===== config.mk =====
export PLATFORM = sky130hd
export DESIGN_NAME = apb_mtimer
export DESIGN_NICKNAME = d
export VERILOG_FILES = /design/src/rtl/apb_mtimer_pkg.sv /design/src/rtl/apb_mtimer.sv
export SDC_FILE = /design/constraint.sdc
export NUM_CORES = 1
export LEC_CHECK = 0
export BUFFER_PORTS_ARGS = -buffer_cell sky130_fd_sc_hd__clkbuf_2
export CAP_MARGIN = 20
export CORE_MARGIN = 3
export CORE_UTILIZATION = 40
export CTS_BUF_LIST = sky130_fd_sc_hd__clkbuf_8
export DETAILED_ROUTE_END_ITERATION = 10
export PLACE_DENSITY = 0.67
export SETUP_SLACK_MARGIN = 0.3
export SLEW_MARGIN = 20
export SYNTH_ARGS = -nofsm -noshare
export SYNTH_HDL_FRONTEND = slang
export SYNTH_SLANG_ARGS = --single-unit

===== constraint.sdc =====
create_clock -name clk_i -period 6.9 [get_ports clk_i]
set_clock_uncertainty 0.05 [all_clocks]
set_input_delay 0 -clock clk_i [delete_from_list [all_inputs] [get_ports clk_i]]
set_output_delay 0 -clock clk_i [all_outputs]
set_load 0.01 [all_outputs]

===== src/rtl/apb_mtimer_pkg.sv =====
// Shared definitions for the APB machine timer: register offsets,
// CTRL field positions and the 64-bit time type.
package apb_mtimer_pkg;

  typedef logic [63:0] mtime_t;

  // Word index (paddr[4:2]) of each register
  localparam logic [2:0] REG_MTIME_LO    = 3'd0;
  localparam logic [2:0] REG_MTIME_HI    = 3'd1;
  localparam logic [2:0] REG_MTIMECMP_LO = 3'd2;
  localparam logic [2:0] REG_MTIMECMP_HI = 3'd3;
  localparam logic [2:0] REG_CTRL        = 3'd4;

  // CTRL fields
  localparam int CTRL_EN_BIT    = 0;
  localparam int CTRL_PRESC_LSB = 8;
  localparam int CTRL_PRESC_MSB = 15;

  // Compare value out of reset: never matches, so the irq stays low
  localparam mtime_t MTIMECMP_RST = '1;

endpackage


===== src/rtl/apb_mtimer.sv =====
// APB machine timer: 64-bit mtime with prescaler, 64-bit mtimecmp and
// a registered level interrupt raised while mtime >= mtimecmp.
module apb_mtimer
  import apb_mtimer_pkg::*;
#(
  parameter int AddrWidth = 32,
  parameter int DataWidth = 32
) (
  input  logic                 clk_i,
  input  logic                 rst_i,
  input  logic                 psel_i,
  input  logic                 penable_i,
  input  logic                 pwrite_i,
  input  logic [AddrWidth-1:0] paddr_i,
  input  logic [DataWidth-1:0] pwdata_i,
  output logic [DataWidth-1:0] prdata_o,
  output logic                 pready_o,
  output logic                 pslverr_o,
  output logic                 timer_irq_o
);

  mtime_t     mtime_q, mtime_d;
  mtime_t     cmp_q, cmp_d;
  logic       en_q, en_d;
  logic [7:0] presc_q, presc_d;
  logic [7:0] pcnt_q, pcnt_d;
  logic       irq_q;

  logic       access, wr;
  logic [2:0] idx;
  logic       wr_lo, wr_hi, wr_cmp_lo, wr_cmp_hi, wr_ctrl;
  logic       presc_hit, tick;
  logic [31:0] rdata;

  // Only bits [4:2] of the address are decoded
  logic unused_addr;
  assign unused_addr = ^{paddr_i[AddrWidth-1:5], paddr_i[1:0]};

  assign access    = psel_i & penable_i;
  assign wr        = access & pwrite_i;
  assign idx       = paddr_i[4:2];
  assign wr_lo     = wr && (idx == REG_MTIME_LO);
  assign wr_hi     = wr && (idx == REG_MTIME_HI);
  assign wr_cmp_lo = wr && (idx == REG_MTIMECMP_LO);
  assign wr_cmp_hi = wr && (idx == REG_MTIMECMP_HI);
  assign wr_ctrl   = wr && (idx == REG_CTRL);

  // Prescaler wraps on a hit; a software write to mtime swallows the tick
  // but the prescaler still restarts so the tick cadence is unchanged.
  assign presc_hit = en_q && (pcnt_q == presc_q);
  assign tick      = presc_hit && !wr_lo && !wr_hi;

  // Next-state for counter, compare and control; writes win over ticks
  always_comb begin
    mtime_d = mtime_q;
    cmp_d   = cmp_q;
    en_d    = en_q;
    presc_d = presc_q;
    pcnt_d  = pcnt_q;
    if (tick)      mtime_d = mtime_q + 64'd1;
    if (wr_lo)     mtime_d = {mtime_q[63:32], pwdata_i[31:0]};
    if (wr_hi)     mtime_d = {pwdata_i[31:0], mtime_q[31:0]};
    if (wr_cmp_lo) cmp_d   = {cmp_q[63:32], pwdata_i[31:0]};
    if (wr_cmp_hi) cmp_d   = {pwdata_i[31:0], cmp_q[31:0]};
    if (en_q)      pcnt_d  = presc_hit ? 8'd0 : pcnt_q + 8'd1;
    if (wr_ctrl) begin
      en_d    = pwdata_i[CTRL_EN_BIT];
      presc_d = pwdata_i[CTRL_PRESC_MSB:CTRL_PRESC_LSB];
      pcnt_d  = 8'd0;
    end
  end

  // State registers; irq compares the values being loaded this edge
  always_ff @(posedge clk_i or posedge rst_i) begin
    if (rst_i) begin
      mtime_q <= '0;
      cmp_q   <= MTIMECMP_RST;
      en_q    <= 1'b1;
      presc_q <= 8'd0;
      pcnt_q  <= 8'd0;
      irq_q   <= 1'b0;
    end else begin
      mtime_q <= mtime_d;
      cmp_q   <= cmp_d;
      en_q    <= en_d;
      presc_q <= presc_d;
      pcnt_q  <= pcnt_d;
      irq_q   <= (mtime_d >= cmp_d);
    end
  end

  // Combinational read mux; holes and non-read cycles return 0
  always_comb begin
    rdata = '0;
    if (psel_i && !pwrite_i) begin
      case (idx)
        REG_MTIME_LO:    rdata = mtime_q[31:0];
        REG_MTIME_HI:    rdata = mtime_q[63:32];
        REG_MTIMECMP_LO: rdata = cmp_q[31:0];
        REG_MTIMECMP_HI: rdata = cmp_q[63:32];
        REG_CTRL: begin
          rdata[CTRL_EN_BIT]                   = en_q;
          rdata[CTRL_PRESC_MSB:CTRL_PRESC_LSB] = presc_q;
        end
        default:         rdata = '0;
      endcase
    end
  end

  assign prdata_o    = rdata;
  assign pready_o    = 1'b1;
  assign pslverr_o   = access && (idx > REG_CTRL);
  assign timer_irq_o = irq_q;

endmodule


* Yosys cells after proc, flatten, opt, wreduce, memory -nomap -nowiden *
Cells that the tools add are included.

storage, ports and cells
  register bits = 146
  output and inout port bits = 35

operators by class
  $add $sub $neg = 2
  magnitude comparators = 2
  eq/ne operators = 5
  mux-type cells = 13
  bitwise gates (word level) = 2
  reduce and logical (&&, ||, !) cells = 15

operator list
  operator                                                               number
  64-bit 2-to-1 mux                                                      4
  64-bit by 1-bit adder with 64-bit output, second input constant        1
  64-bit greater-or-equal comparator                                     1
  32-bit 2-to-1 mux                                                      2
  16-bit one-hot mux with 4 select lines                                 1
  8-bit one-hot mux with 5 select lines                                  1
  7-bit one-hot mux with 4 select lines                                  1
  8-bit 2-to-1 mux                                                       3
  1-bit logical AND                                                      10
  8-bit by 1-bit adder with 8-bit output, second input constant          1
  8-bit equality test                                                    1
  3-bit by 2-bit equality test with 1-bit output, second input constant  2
  1-bit one-hot mux with 5 select lines                                  1
  3-bit by 1-bit equality test with 1-bit output, second input constant  1
  3-bit equality test, second input constant                             1
  3-bit > comparator, second input constant                              1
  1-bit zero test                                                        3
  3-bit zero test                                                        1
  1-bit bitwise AND                                                      2
  2-bit nonzero test                                                     1

* Longest topological paths before layout *
Gate-level depths: netlist of run 1.

  depth after elaboration = 10
  mapped depth = 19
  depth with buffers taken out = 16

* Least setup slack after synthesis of run 1 *
No wires, ideal clock.

  kind = register to register
  start point = register pcnt_q[3]
  end point = register irq_q, in the netlist timer_irq_o
  setup time = 83 ps
  data arrival time = 3,610 ps
  data required time = 6,767 ps
  setup slack = 3,158 ps
  cell stages (with the launch flop) = 15
  period minus slack after synthesis = 3,742 ps
  cells stage by stage = dfrtp_1 > xor2_1 > nor4_2 > nand4_2 > buf_2 > nor4_2 > nand4_1 > xor2_1 > a21oi_1 > ha_1 > nand4_1 > nor4_1 > nand4_1 > or4_1 > o21ai_0

on the way
  cells in the longest elaborated chain, start to end = 8

ends and longest elaborated chain
  what                                RTL line          text
  start: declaration                  apb_mtimer.sv:26  logic [7:0] pcnt_q, pcnt_d;
  start signal: assignment            apb_mtimer.sv:87  pcnt_q <= pcnt_d;
  8-bit equality test                 apb_mtimer.sv:50  assign presc_hit = en_q && (pcnt_q == presc_q);
  1-bit logical AND                   apb_mtimer.sv:50
  1-bit logical AND (2 in a row)      apb_mtimer.sv:51  assign tick = presc_hit && !wr_lo && !wr_hi;
  64-bit 2-to-1 mux                   apb_mtimer.sv:60  if (tick) mtime_d = mtime_q + 64'd1;
  64-bit 2-to-1 mux                   apb_mtimer.sv:61  if (wr_lo) mtime_d = {mtime_q[63:32], pwdata_i[31:0]};
  64-bit 2-to-1 mux                   apb_mtimer.sv:62  if (wr_hi) mtime_d = {pwdata_i[31:0], mtime_q[31:0]};
  net mtime_d[57]                     apb_mtimer.sv:22  mtime_t mtime_q, mtime_d;
  64-bit greater-or-equal comparator  apb_mtimer.sv:88  irq_q <= (mtime_d >= cmp_d);
  end signal: assignment              apb_mtimer.sv:88
  end: declaration                    apb_mtimer.sv:27  logic irq_q;

The timed path passes the listed nets, and every way through them passes these cells.
A chain may end at the register's enable or synchronous reset.

* Worst setup path in the final report of run 1 *
Ends and elaborated chain as after synthesis.

==> results.tsv, run 1 <==
stage	metric	value	unit
global_routing	grt_pass1_wl	46100	µm
drt	antenna_left	0	
pwr	internal_power	1850	µW
finish	syn_to_final_growth	14.4	%
worst_setup_path	critPathRequiredTime	7180	ps
finish	antenna_cells	0	
sta	tightest_slew	1060	ps
logic_synthesis	netlist.area_leader.share	21.1	%
global_routing	antenna_found_initial	0	
pwr	leakage	0.00454	µW
logic_synthesis	synth_warnings	0	
logic_synthesis	synth-main-ff-cell	dfrtp_1	
logic_synthesis	ys_ff_latch	146	
placed_design	dpl-instance-area	10300	µm²
worst_setup_path	cp_num_buf_inv	0	
clocking	clockRootBuffer	clkbuf_8	
sta	setup-tns-final	0	ps
pwr	seq_power_share	44.5	%
placed_design	place.gp.congestion	0.936	
logic_synthesis	synth_nets	1147	
worst_setup_path	critical_path.top_delay_family	compound AO/OA/AOI/OAI gates	
pwr	peakVddDrop	0.119	mV
run_status	status	completed	
die	core-area	23500	µm²
sta	finalSetupViolations	0	
worst_setup_path	cp-end-kind	register	
finish	fin_util	46.8	%
pwr	pwr_density_cell	263	nW/µm²
drt	drt-wirelength-per-cell	20.2	µm
finish	final_area	11000	µm²
drt	dr.pass1.iters	5	
finish	drive_gt1_share	25.1	%
drt	vias	8249	
sta	relSlewSlack	29.3	%
die	fp-row-count	56	
sta	finalCritPeriodShare	74.9	%
pwr	p_switching	1050	µW
worst_setup_path	cp_common_cell	o21ai_0	
clocking	ctsLongestPathBuffers	2	
logic_synthesis	synth.area.top_cells	dfrtp_1, dfstp_2, ha_1	
sta	hold_viol	0	
clocking	clock_sinks	146	
flow_run	maxCapViolations	0	
logic_synthesis	async_flop_share	100	%
finish	fin_nets	1227	
worst_setup_path	cpPeakStageDelay	750	ps
placed_design	pre_cts_slack	1770	ps
global_routing	track_usage	22.3	%
global_routing	grt_max_degree	83	
die	dieArea	25900	µm²
pwr	p_clk_share	25.0	%
sta	rsz0062_at_grt	no	
logic_synthesis	synth_top_cell_by_area	dfrtp_1	
logic_synthesis	synth_cell_types	65	
logic_synthesis	avgSynthCellArea	9.51	µm²
worst_setup_path	crit_cells	15	
worst_setup_path	start_kind	register	
sta	layout_setup_ws	1730	ps
sta	fin_crit	5170	ps
hold_path	min_path_type	primary input to async pin	
die	die_w	161	µm
logic_synthesis	synth_edf_count	0	
die	ios	104	
pwr	p_total	2900	µW
pwr	comb_power_share	30.6	%
drt	drc	0	
clocking	cts_tree	yes	
die	start_util	40.9	%
drt	drtIter0Drc	869	
placed_design	port_buffers	73	
worst_setup_path	cp_max_fo	13	
worst_setup_path	setup.worst_path.class	register to register	
clocking	insertion_delay	470	ps
placed_design	dpl.hpwl	20500	µm
clocking	clkTransAtPathRegs	90	ps
logic_synthesis	syn-cell-area	9620	µm²
global_routing	grt-ovfl-total	0	
sta	maxSlewViolCount	0	
pwr	p_sw_share	36.3	%
logic_synthesis	synth_seq_area_share	38.8	%
clocking	cts_resized	0	
drt	via_per_inst	5.79	
drt	drt-total-wl	28700	µm
worst_setup_path	cp_slowest_cell	a2111oi_0	
logic_synthesis	syn_inst	1012	
worst_setup_path	path_cells	xor2_1 > nor4_2 > nand4_2 > nand2b_1 > nor2_1 > nor3_1 > a311oi_1 > ha_1 > a21o_1 > nand3_1 > a21oi_1 > a2111oi_0 > o21ai_0 > a211oi_1 > o21ai_0	
worst_setup_path	crit_arrival	5450	ps
die	die_h	161	µm
sta	fmax	193	MHz
worst_setup_path	r2r.worst_path.cells	15	
clocking	cts_buffers	17	
global_routing	grt_pass1_vias	8272	
clocking	htree_levels	4	
-- power by group through the flow --
stage	sequential (µW)	combinational [µW]	clock (µW)
finish	1290	886	723
global route	1320	1010	773
detailed placement	1300	856	0
global placement	1290	837	0
floorplan	1230	641	0
CTS	1280	880	735
-- cell type report --
type	instances	area, µm²
multi-input combinational	740	5400
clock inverter	13	160
fill	2292	12500
clock buffer	19	262
tap	319	399
timing repair buffer	117	782
inverter	70	268
sequential	146	3730
-- state kept, by name, indices dropped and copies added (netlist names) --
signal       flops
pcnt_q           8
timer_irq_o      1
en_q             1
cmp_q           64
presc_q          8
mtime_q         64
-- cell usage in the layout, fill, tap and decap left out, types with 19 or more instances in the layout --
cell           instances
clkbuf_8              19
a211oi_1              19
a22oi_1               65
inv_1                 70
nand4_1               33
mux2_2                66
nor2_1                66
xor2_1                40
dfrtp_1               81
ha_1                  66
o21ai_0               49
nand2_1               74
nand3_1               32
a21oi_1               61
clkbuf_2              73
dlygate4sd3_1         33
dfstp_2               65
-- layer usage --
| metal | global-route usage [%] | up-vias | routed length [µm] |
|---|---|---|---|
| met5 | 0 | - | 0 |
| met3 | 3.64 | 44 | 1650 |
| met4 | 6.49 | 0 | 558 |
| met2 | 34.7 | 285 | 13100 |
| met1 | 32.2 | 4040 | 13400 |
| li1 | - | 3880 | - |
-- worst register-to-register path: cells and delay by family (launching register included) --
| kind | cells | cell delay, ps |
|---|---|---|
| AOI/OAI and AO/OA | 7 | 2130 |
| and+or+nand+nor | 6 | 1900 |
| adders and majority gates | 1 | 320 |
| xor gates and xnor gates | 1 | 200 |
| DFF | 1 | 450 |
-- repair_timing --
action,CTS,global route
hold buffers,33,0
hold endpoints to repair,201,0
endpoints found under the setup margin,0,0
buffers inserted,0,0
-- cells in the mapped netlist (5+ instances only) --
| library cell | count |
|---|---|
| nor3_1 | 18 |
| a21oi_1 | 61 |
| dfstp_2 | 65 |
| nor2b_1 | 5 |
| clkbuf_1 | 38 |
| and3_1 | 18 |
| nor4_2 | 5 |
| xnor2_1 | 5 |
| a22oi_1 | 65 |
| and2_1 | 8 |
| dfrtp_1 | 81 |
| nand2_1 | 74 |
| xor2_1 | 40 |
| o21ai_0 | 49 |
| o22a_1 | 9 |
| inv_1 | 70 |
| mux2i_1 | 18 |
| nand4_1 | 33 |
| nor2_1 | 66 |
| buf_2 | 11 |
| a211oi_1 | 19 |
| a221oi_1 | 5 |
| ha_1 | 66 |
| a311oi_1 | 10 |
| nand3_1 | 32 |
| mux2_2 | 66 |
-- metrics by stage --
step                      instances  hold WS [ps]
after global placement         1359          72.1
after CTS                      1424           114
after floorplan                1012          43.9
after global routing           1424           181
after detailed placement       1359          72.1
final                          1424           109
-- final timing paths --
check                      startpoint     endpoint  slack [ps]
setup / recovery            pcnt_q[3]  timer_irq_o        1730
hold / removal                  rst_i   mtime_q[4]         110
setup reg to reg            pcnt_q[3]  timer_irq_o        1730
hold reg to reg             pcnt_q[5]    pcnt_q[5]         500
max in group asynchronous       rst_i  mtime_q[46]        5510
min in group clk_i          penable_i    pslverr_o         240
-- cells by family after synthesis --
kind of cell | synth area share, %
AOI/OAI and AO/OA | 16.5
and+or+nand+nor | 17.2
muxes | 9.60
xor gates and xnor gates | 4.10
adders and majority gates | 8.58
buffers and inverters | 5.12
DFF | 38.8
other | 0.0390
No activity file was read; power rests on OpenSTA's default activity.
==> run 2, diff against run 1 <==
--- a/config.mk
+++ b/config.mk
@@ -5,13 +5,14 @@
 export SDC_FILE = /design/constraint.sdc
 export NUM_CORES = 1
 export LEC_CHECK = 0
+export ABC_AREA = 1
 export BUFFER_PORTS_ARGS = -buffer_cell sky130_fd_sc_hd__clkbuf_2
 export CAP_MARGIN = 20
 export CORE_MARGIN = 3
 export CORE_UTILIZATION = 40
 export CTS_BUF_LIST = sky130_fd_sc_hd__clkbuf_8
 export DETAILED_ROUTE_END_ITERATION = 10
-export PLACE_DENSITY = 0.67
+export PLACE_DENSITY = 0.69
 export SETUP_SLACK_MARGIN = 0.3
 export SLEW_MARGIN = 20
 export SYNTH_ARGS = -nofsm -noshare
==> constraint.sdc (replaced) <==
create_clock -name clk_i -period 4.3 [get_ports clk_i]
set_clock_uncertainty 0.05 [all_clocks]
set_input_delay 0 -clock clk_i [delete_from_list [all_inputs] [get_ports clk_i]]
set_output_delay 0 -clock clk_i [all_outputs]
set_load 0.01 [all_outputs]
==> results.tsv, run 2 <==
stage	metric	value	unit	change
finish	fin_nets	1947		was 1227
flow_run	maxCapViolations	0		unchanged
sta	worst_hold_slack	105	ps	was 109 ps
pwr	peakVddDrop	0.189	mV	was 0.119 mV
clocking	clkTransAtPathRegs	90	ps	about the same
worst_setup_path	start_kind	register		unchanged
finish	layout_common_cells	nand2_1, inv_1, nor2_1		was dfrtp_1, nand2_1, clkbuf_2
worst_setup_path	r2r.worst_path.cells	17		was 15
logic_synthesis	synth-main-ff-cell	dfrtp_1		unchanged
logic_synthesis	synth_most_common_cell	nand2_1		was dfrtp_1
die	dieArea	30100	µm²	was 25900 µm²
drt	dr.pass1.iters	5		unchanged
logic_synthesis	synth_edf_count	0		unchanged
pwr	internal_power	2990	µW	was 1850 µW
sta	tightest_slew	802	ps	was 1060 ps
hold_path	min_path_type	primary input to async pin		unchanged
finish	antenna_cells	0		unchanged
finish	syn_to_final_growth	13.6	%	was 14.4%
pwr	comb_power_share	37.7	%	was 30.6%
drt	via_per_inst	5.24		was 5.79
sta	maxSlewViolCount	0		unchanged
drt	antenna_left	0		unchanged
clocking	ctsLongestPathBuffers	2		unchanged
logic_synthesis	synth_nets	1853		was 1147
global_routing	grt_max_degree	65		was 83
logic_synthesis	synth_top_cell_by_area	nand2_1		was dfrtp_1
finish	layout_commonest_cell	nand2_1		was dfrtp_1
drt	drt-wirelength-per-cell	17.4	µm	was 20.2 µm
pwr	p_switching	2230	µW	was 1050 µW
logic_synthesis	avgSynthCellArea	6.52	µm²	was 9.51 µm²
global_routing	track_usage	25.3	%	was 22.3%
pwr	seq_power_share	39.8	%	was 44.5%
logic_synthesis	async_flop_share	100	%	unchanged
sta	rsz0062_at_grt	no		unchanged
placed_design	port_buffers	73		unchanged
sta	setup-tns-final	0	ps	unchanged
pwr	leakage	0.00636	µW	was 0.00454 µW
clocking	clockRootBuffer	clkbuf_8		unchanged
pwr	p_sw_share	42.7	%	was 36.3%
finish	n_fill_cell	2810		was 2292
clocking	clock_sinks	146		unchanged
drt	drc	0		unchanged
logic_synthesis	syn_inst	1718		was 1012
sta	finalSetupViolations	0		unchanged
clocking	htree_levels	4		unchanged
logic_synthesis	synth_warnings	0		unchanged
die	die_h	173	µm	was 161 µm
clocking	insertion_delay	480	ps	was 470 ps
logic_synthesis	syn-cell-area	11200	µm²	was 9620 µm²
finish	drive_gt1_share	12.6	%	was 25.1%
logic_synthesis	netlist.area_leader.share	18.7	%	was 21.1%
finish	reg_top3	cmp_q x64, mtime_q x64		unchanged
placed_design	place.gp.congestion	1.04		was 0.936
run_status	status	completed		unchanged
die	start_util	41.1	%	was 40.9%
clocking	cts_buffers	17		unchanged
pwr	p_clk_share	22.4	%	was 25.0%
sta	fin_crit	3780	ps	was 5170 ps
sta	finalCritPeriodShare	87.9	%	was 74.9%
die	ios	104		unchanged
global_routing	antenna_found_initial	0		unchanged
sta	fmax	265	MHz	was 193 MHz
worst_setup_path	critPathRequiredTime	4650	ps	was 7180 ps
worst_setup_path	setup.worst_path.class	register to register		unchanged
global_routing	grt_pass1_wl	60200	µm	was 46100 µm
logic_synthesis	ys_ff_latch	146		unchanged
worst_setup_path	cp-end-kind	register		unchanged
logic_synthesis	synth.area.top_cells	nand2_1, dfrtp_1, dfstp_2		was dfrtp_1, dfstp_2, ha_1
drt	vias	11516		was 8249
placed_design	dpl.hpwl	29200	µm	was 20500 µm
drt	drtIter0Drc	837		was 869
die	die_w	173	µm	was 161 µm
logic_synthesis	synth_cell_types	40		was 65
die	fp-row-count	60		was 56
worst_setup_path	crit_arrival	4130	ps	was 5450 ps
global_routing	grt-ovfl-total	0		unchanged
sta	relSlewSlack	46.5	%	was 29.3%
die	core-area	27300	µm²	was 23500 µm²
logic_synthesis	ys_top_cells_by_count	nand2_1, inv_1, nor2_1		was dfrtp_1, nand2_1, inv_1
global_routing	grt_pass1_vias	11228		was 8272
sta	hold_viol	0		unchanged
logic_synthesis	synth_seq_area_share	33.3	%	was 38.8%
pwr	pwr_density_cell	410	nW/µm²	was 263 nW/µm²
worst_setup_path	cp_max_fo	7		was 13
drt	drt-total-wl	38300	µm	was 28700 µm
clocking	cts_tree	yes		unchanged
## run 2: cell types whose count changed after synthesis, sizes merged, moves of 20 or more
cell and delta:
inv +182, nand2 +487, a22oi -65, o22ai +40, nand3 +38, xor2 -21
nor2 +167, o21ai +74, and3 -20, mux2 -66
## run 2: critical path, cell delays in order (launching register included)
cell,delay [ps]
dfrtp_1,460
ha_1,280
nand3_1,210
nor2_4,240
nand3_1,100
nor2_1,150
nand2_1,130
nor2_1,200
nand3_1,100
nand2_1,90
a21oi_1,80
ha_1,320
nand4_1,130
nor3_1,420
nand3_1,310
nor2_1,220
nand4_1,90
nand3_1,120
## run 2: metrics by stage
stage          utilization, %  area, µm²  worst slack (ps)  power, µW  cells
2_1_floorplan               -      11200               435       3410   1718
3_3_place_gp             43.9      12000               469       3960   2131
3_5_place_dp             43.9      12000               397       4010   2131
4_1_cts                  46.6      12700               339       5210   2196
5_1_grt                  46.7      12700               308       5650   2197
6_report                 46.7      12700               522       5220   2197
## run 2: cells by family after synthesis
group	synth area share [%]
simple gates	33.5
buf+inv	10.7
compound gates	13.5
flops	33.3
fa+ha+maj	7.37
xor+xnor	1.56
other cells	0.0335
## run 2: layout make-up
type / instances / area, µm² / area share (%)
clock buffers: 17 / 234 / 1.84
clock inverters: 15 / 169 / 1.33
inverters: 252 / 951 / 7.47
multi-input cells: 1267 / 6300 / 49.5
flip-flops and latches: 146 / 3730 / 29.3
well taps: 372 / 465 / 3.66
repair buffers: 128 / 873 / 6.86
## run 2: worst paths after layout
| check | start | to | slack [ps] |
|---|---|---|---|
| max reg2reg | mtime_q[0] | timer_irq_o | 520 |
| max in group asynchronous | rst_i | mtime_q[63] | 3040 |
| min | rst_i | mtime_q[1] | 110 |
| min reg2reg | cmp_q[59] | cmp_q[59] | 470 |
| min in group clk_i | penable_i | pslverr_o | 260 |
| max | mtime_q[0] | timer_irq_o | 520 |
## run 2: repair_timing
action | 4_1_cts | 5_1_grt
gates resized for setup | 0 | 4
buffers inserted | 0 | 0
endpoints found under the setup margin | 0 | 1
hold buffers | 33 | 0
hold endpoints to repair | 199 | 0
## run 2: power by group through the flow
stage	clock network (µW)	registers [µW]	logic (µW)
6_report	1170	2080	1970
3_5_place_dp	0	2090	1920
3_3_place_gp	0	2080	1880
5_1_grt	1250	2120	2280
4_1_cts	1190	2070	1960
2_1_floorplan	0	1980	1440
## run 2: routing by layer
metal | track usage (%) | part of all wire (%)
met4 | 9.83 | 3.5
met5 | 0 | 0
met2 | 40.4 | 45
met1 | 34.7 | 45
met3 | 3.59 | 6.4
==> run 3, diff against run 2 <==
--- a/config.mk
+++ b/config.mk
@@ -8,11 +8,13 @@
 export ABC_AREA = 1
 export BUFFER_PORTS_ARGS = -buffer_cell sky130_fd_sc_hd__clkbuf_2
 export CAP_MARGIN = 20
+export CELL_PAD_IN_SITES_DETAIL_PLACEMENT = 0
+export CELL_PAD_IN_SITES_GLOBAL_PLACEMENT = 1
 export CORE_MARGIN = 3
 export CORE_UTILIZATION = 40
 export CTS_BUF_LIST = sky130_fd_sc_hd__clkbuf_8
 export DETAILED_ROUTE_END_ITERATION = 10
-export PLACE_DENSITY = 0.69
+export PLACE_DENSITY = 0.88
 export SETUP_SLACK_MARGIN = 0.3
 export SLEW_MARGIN = 20
 export SYNTH_ARGS = -nofsm -noshare
==> results.tsv, run 3 (synthesized netlist as in run 2, its figures left out) <==
stage	metric	value	unit	change
clocking	post_cts_buffers	0		unchanged
worst_setup_path	setup.worst_path.class	register to register		unchanged
pwr	p_sw_share	44.0	%	was 42.7%
finish	drive_gt1_share	12.9	%	was 12.6%
pwr	p_switching	2310	µW	was 2230 µW
clocking	clockRootBuffer	clkbuf_8		unchanged
run_status	status	completed		unchanged
global_routing	grt-ovfl-total	0		unchanged
worst_setup_path	r2r.worst_path.cells	19		was 17
pwr	leakage	0.00637	µW	was 0.00636 µW
worst_setup_path	crit_arrival	4020	ps	was 4130 ps
finish	fin_nets	1949		was 1947
worst_setup_path	cp-end-kind	register		unchanged
pwr	pwr_density_cell	413	nW/µm²	was 410 nW/µm²
pwr	p_clk_share	21.8	%	was 22.4%
die	start_util	41.1	%	unchanged
pwr	comb_power_share	38.6	%	was 37.7%
sta	finalCritPeriodShare	86.5	%	was 87.9%
clocking	htree_levels	4		unchanged
global_routing	antenna_found_initial	0		unchanged
pwr	peakVddDrop	0.239	mV	was 0.189 mV
sta	hold_viol	0		unchanged
drt	dr.pass1.iters	5		unchanged
sta	tightest_slew	823	ps	was 802 ps
finish	layout_common_cells	nand2_1, inv_1, nor2_1		unchanged
drt	drc	0		unchanged
global_routing	grt_pass1_wl	62600	µm	was 60200 µm
finish	reg_top3	cmp_q x64, mtime_q x64		unchanged
flow_run	maxCapViolations	0		unchanged
drt	antenna_left	0		unchanged
clocking	cts_buffers	17		unchanged
worst_setup_path	critPathRequiredTime	4610	ps	was 4650 ps
die	ios	104		unchanged
drt	drtIter0Drc	1089		was 837
worst_setup_path	start_kind	register		unchanged
finish	fin_util	46.8	%	was 46.7%
sta	relSlewSlack	45.2	%	was 46.5%
drt	vias	11568		was 11516
clocking	ctsLongestPathBuffers	2		unchanged
die	die_w	173	µm	unchanged
clocking	insertion_delay	470	ps	was 480 ps
sta	fmax	269	MHz	was 265 MHz
die	dieArea	30100	µm²	unchanged
sta	maxSlewViolCount	0		unchanged
sta	fin_crit	3720	ps	was 3780 ps
sta	finalSetupViolations	0		unchanged
drt	via_per_inst	5.26		was 5.24
finish	antenna_cells	0		unchanged
clocking	cts_tree	yes		unchanged
die	fp-row-count	60		unchanged
hold_path	whs_path_depth	5		
placed_design	place.gp.congestion	0.983		was 1.04
finish	layout_commonest_cell	nand2_1		unchanged
sta	rsz0062_at_grt	no		unchanged
global_routing	grt_pass1_vias	10929		was 11228
drt	drt-wirelength-per-cell	18.4	µm	was 17.4 µm
hold_path	min_path_type	primary input to register		was primary input to async pin
die	core-area	27300	µm²	unchanged
clocking	clock_sinks	146		unchanged
drt	drt-total-wl	40400	µm	was 38300 µm
clocking	clkTransAtPathRegs	100	ps	was 90 ps
global_routing	track_usage	26.7	%	was 25.3%
worst_setup_path	cp_max_fo	4		was 7
finish	syn_to_final_growth	13.9	%	was 13.6%
sta	setup-tns-final	0	ps	unchanged
pwr	seq_power_share	39.6	%	was 39.8%
finish	n_fill_cell	2853		was 2810
placed_design	port_buffers	73		unchanged
pwr	internal_power	2950	µW	was 2990 µW
placed_design	dpl.hpwl	31000	µm	was 29200 µm
global_routing	grt_max_degree	65		unchanged
sta	worst_hold_slack	75.1	ps	was 105 ps
die	die_h	173	µm	unchanged
==> run 3: routing by layer <==
| layer | wire length, µm | track usage, % | up-vias |
|---|---|---|---|
| li1 | - | - | 5678 |
| met1 | 18600 | 37.5 | 5484 |
| met2 | 18600 | 43.9 | 365 |
| met3 | 2400 | 3.39 | 41 |
| met4 | 726 | 6.15 | 0 |
| met5 | 0 | 0 | - |
==> run 3: worst max-delay path, stage by stage, from the launching register on <==
cell and delay [ps]:
dfrtp_1 480, nand2_1 140, nor2_1 190, nand2_1 120, nor2_1 380, nand2_1 100
nor2_1 270, nand2_1 130, nand3_1 90, nand2_1 50, nor2_1 140, ha_1 270
nand2_1 200, o21ai_0 250, nand2_1 130, nand3_1 70, a21oi_1 310, nand2_1 100
nand2_1 70, nand3_1 70
==> run 3: final cells by class <==
type / count / area [µm²] / area share, %
clock buffers: 18 / 248 / 1.94
multi-input cells: 1266 / 6310 / 49.5
flip-flops and latches: 146 / 3730 / 29.3
clock inverters: 14 / 141 / 1.11
inverters: 252 / 951 / 7.45
repair buffers: 131 / 908 / 7.12
well taps: 372 / 465 / 3.65
==> run 3: what timing repair did <==
| item | 4_1_cts | 5_1_grt |
|---|---|---|
| gates resized for setup | 0 | 7 |
| hold buffers | 33 | 0 |
| endpoints found under the hold margin | 194 | 0 |
| setup endpoints to repair | 0 | 1 |
==> run 3: path summary, 6_finish.rpt <==
check | from | end | slack [ps]
max | mtime_q[22] | timer_irq_o | 580
min | paddr_i[2] | mtime_q[44] | 80
max reg2reg | mtime_q[22] | timer_irq_o | 580
min reg2reg | cmp_q[59] | cmp_q[59] | 470
max in group asynchronous | rst_i | mtime_q[58] | 2980
min in group asynchronous | rst_i | mtime_q[5] | 100
==> run 3: power by group through the flow <==
stage / Sequential [µW] / Clock, µW / Combinational [µW]
after floorplan: 1980 / 0 / 1440
after global placement: 2090 / 0 / 1920
after detailed placement: 2100 / 0 / 1970
after CTS: 2070 / 1160 / 2000
after global routing: 2120 / 1220 / 2330
final: 2090 / 1150 / 2030
==> run 3: stage by stage <==
step | worst slack, ps | instance area, µm² | power, µW | cells
after floorplan | 435 | 11200 | 3410 | 1718
after global placement | 681 | 12000 | 4010 | 2134
after detailed placement | 653 | 12000 | 4060 | 2134
after CTS | 590 | 12700 | 5240 | 2199
after global routing | 310 | 12800 | 5670 | 2199
final | 581 | 12800 | 5270 | 2199
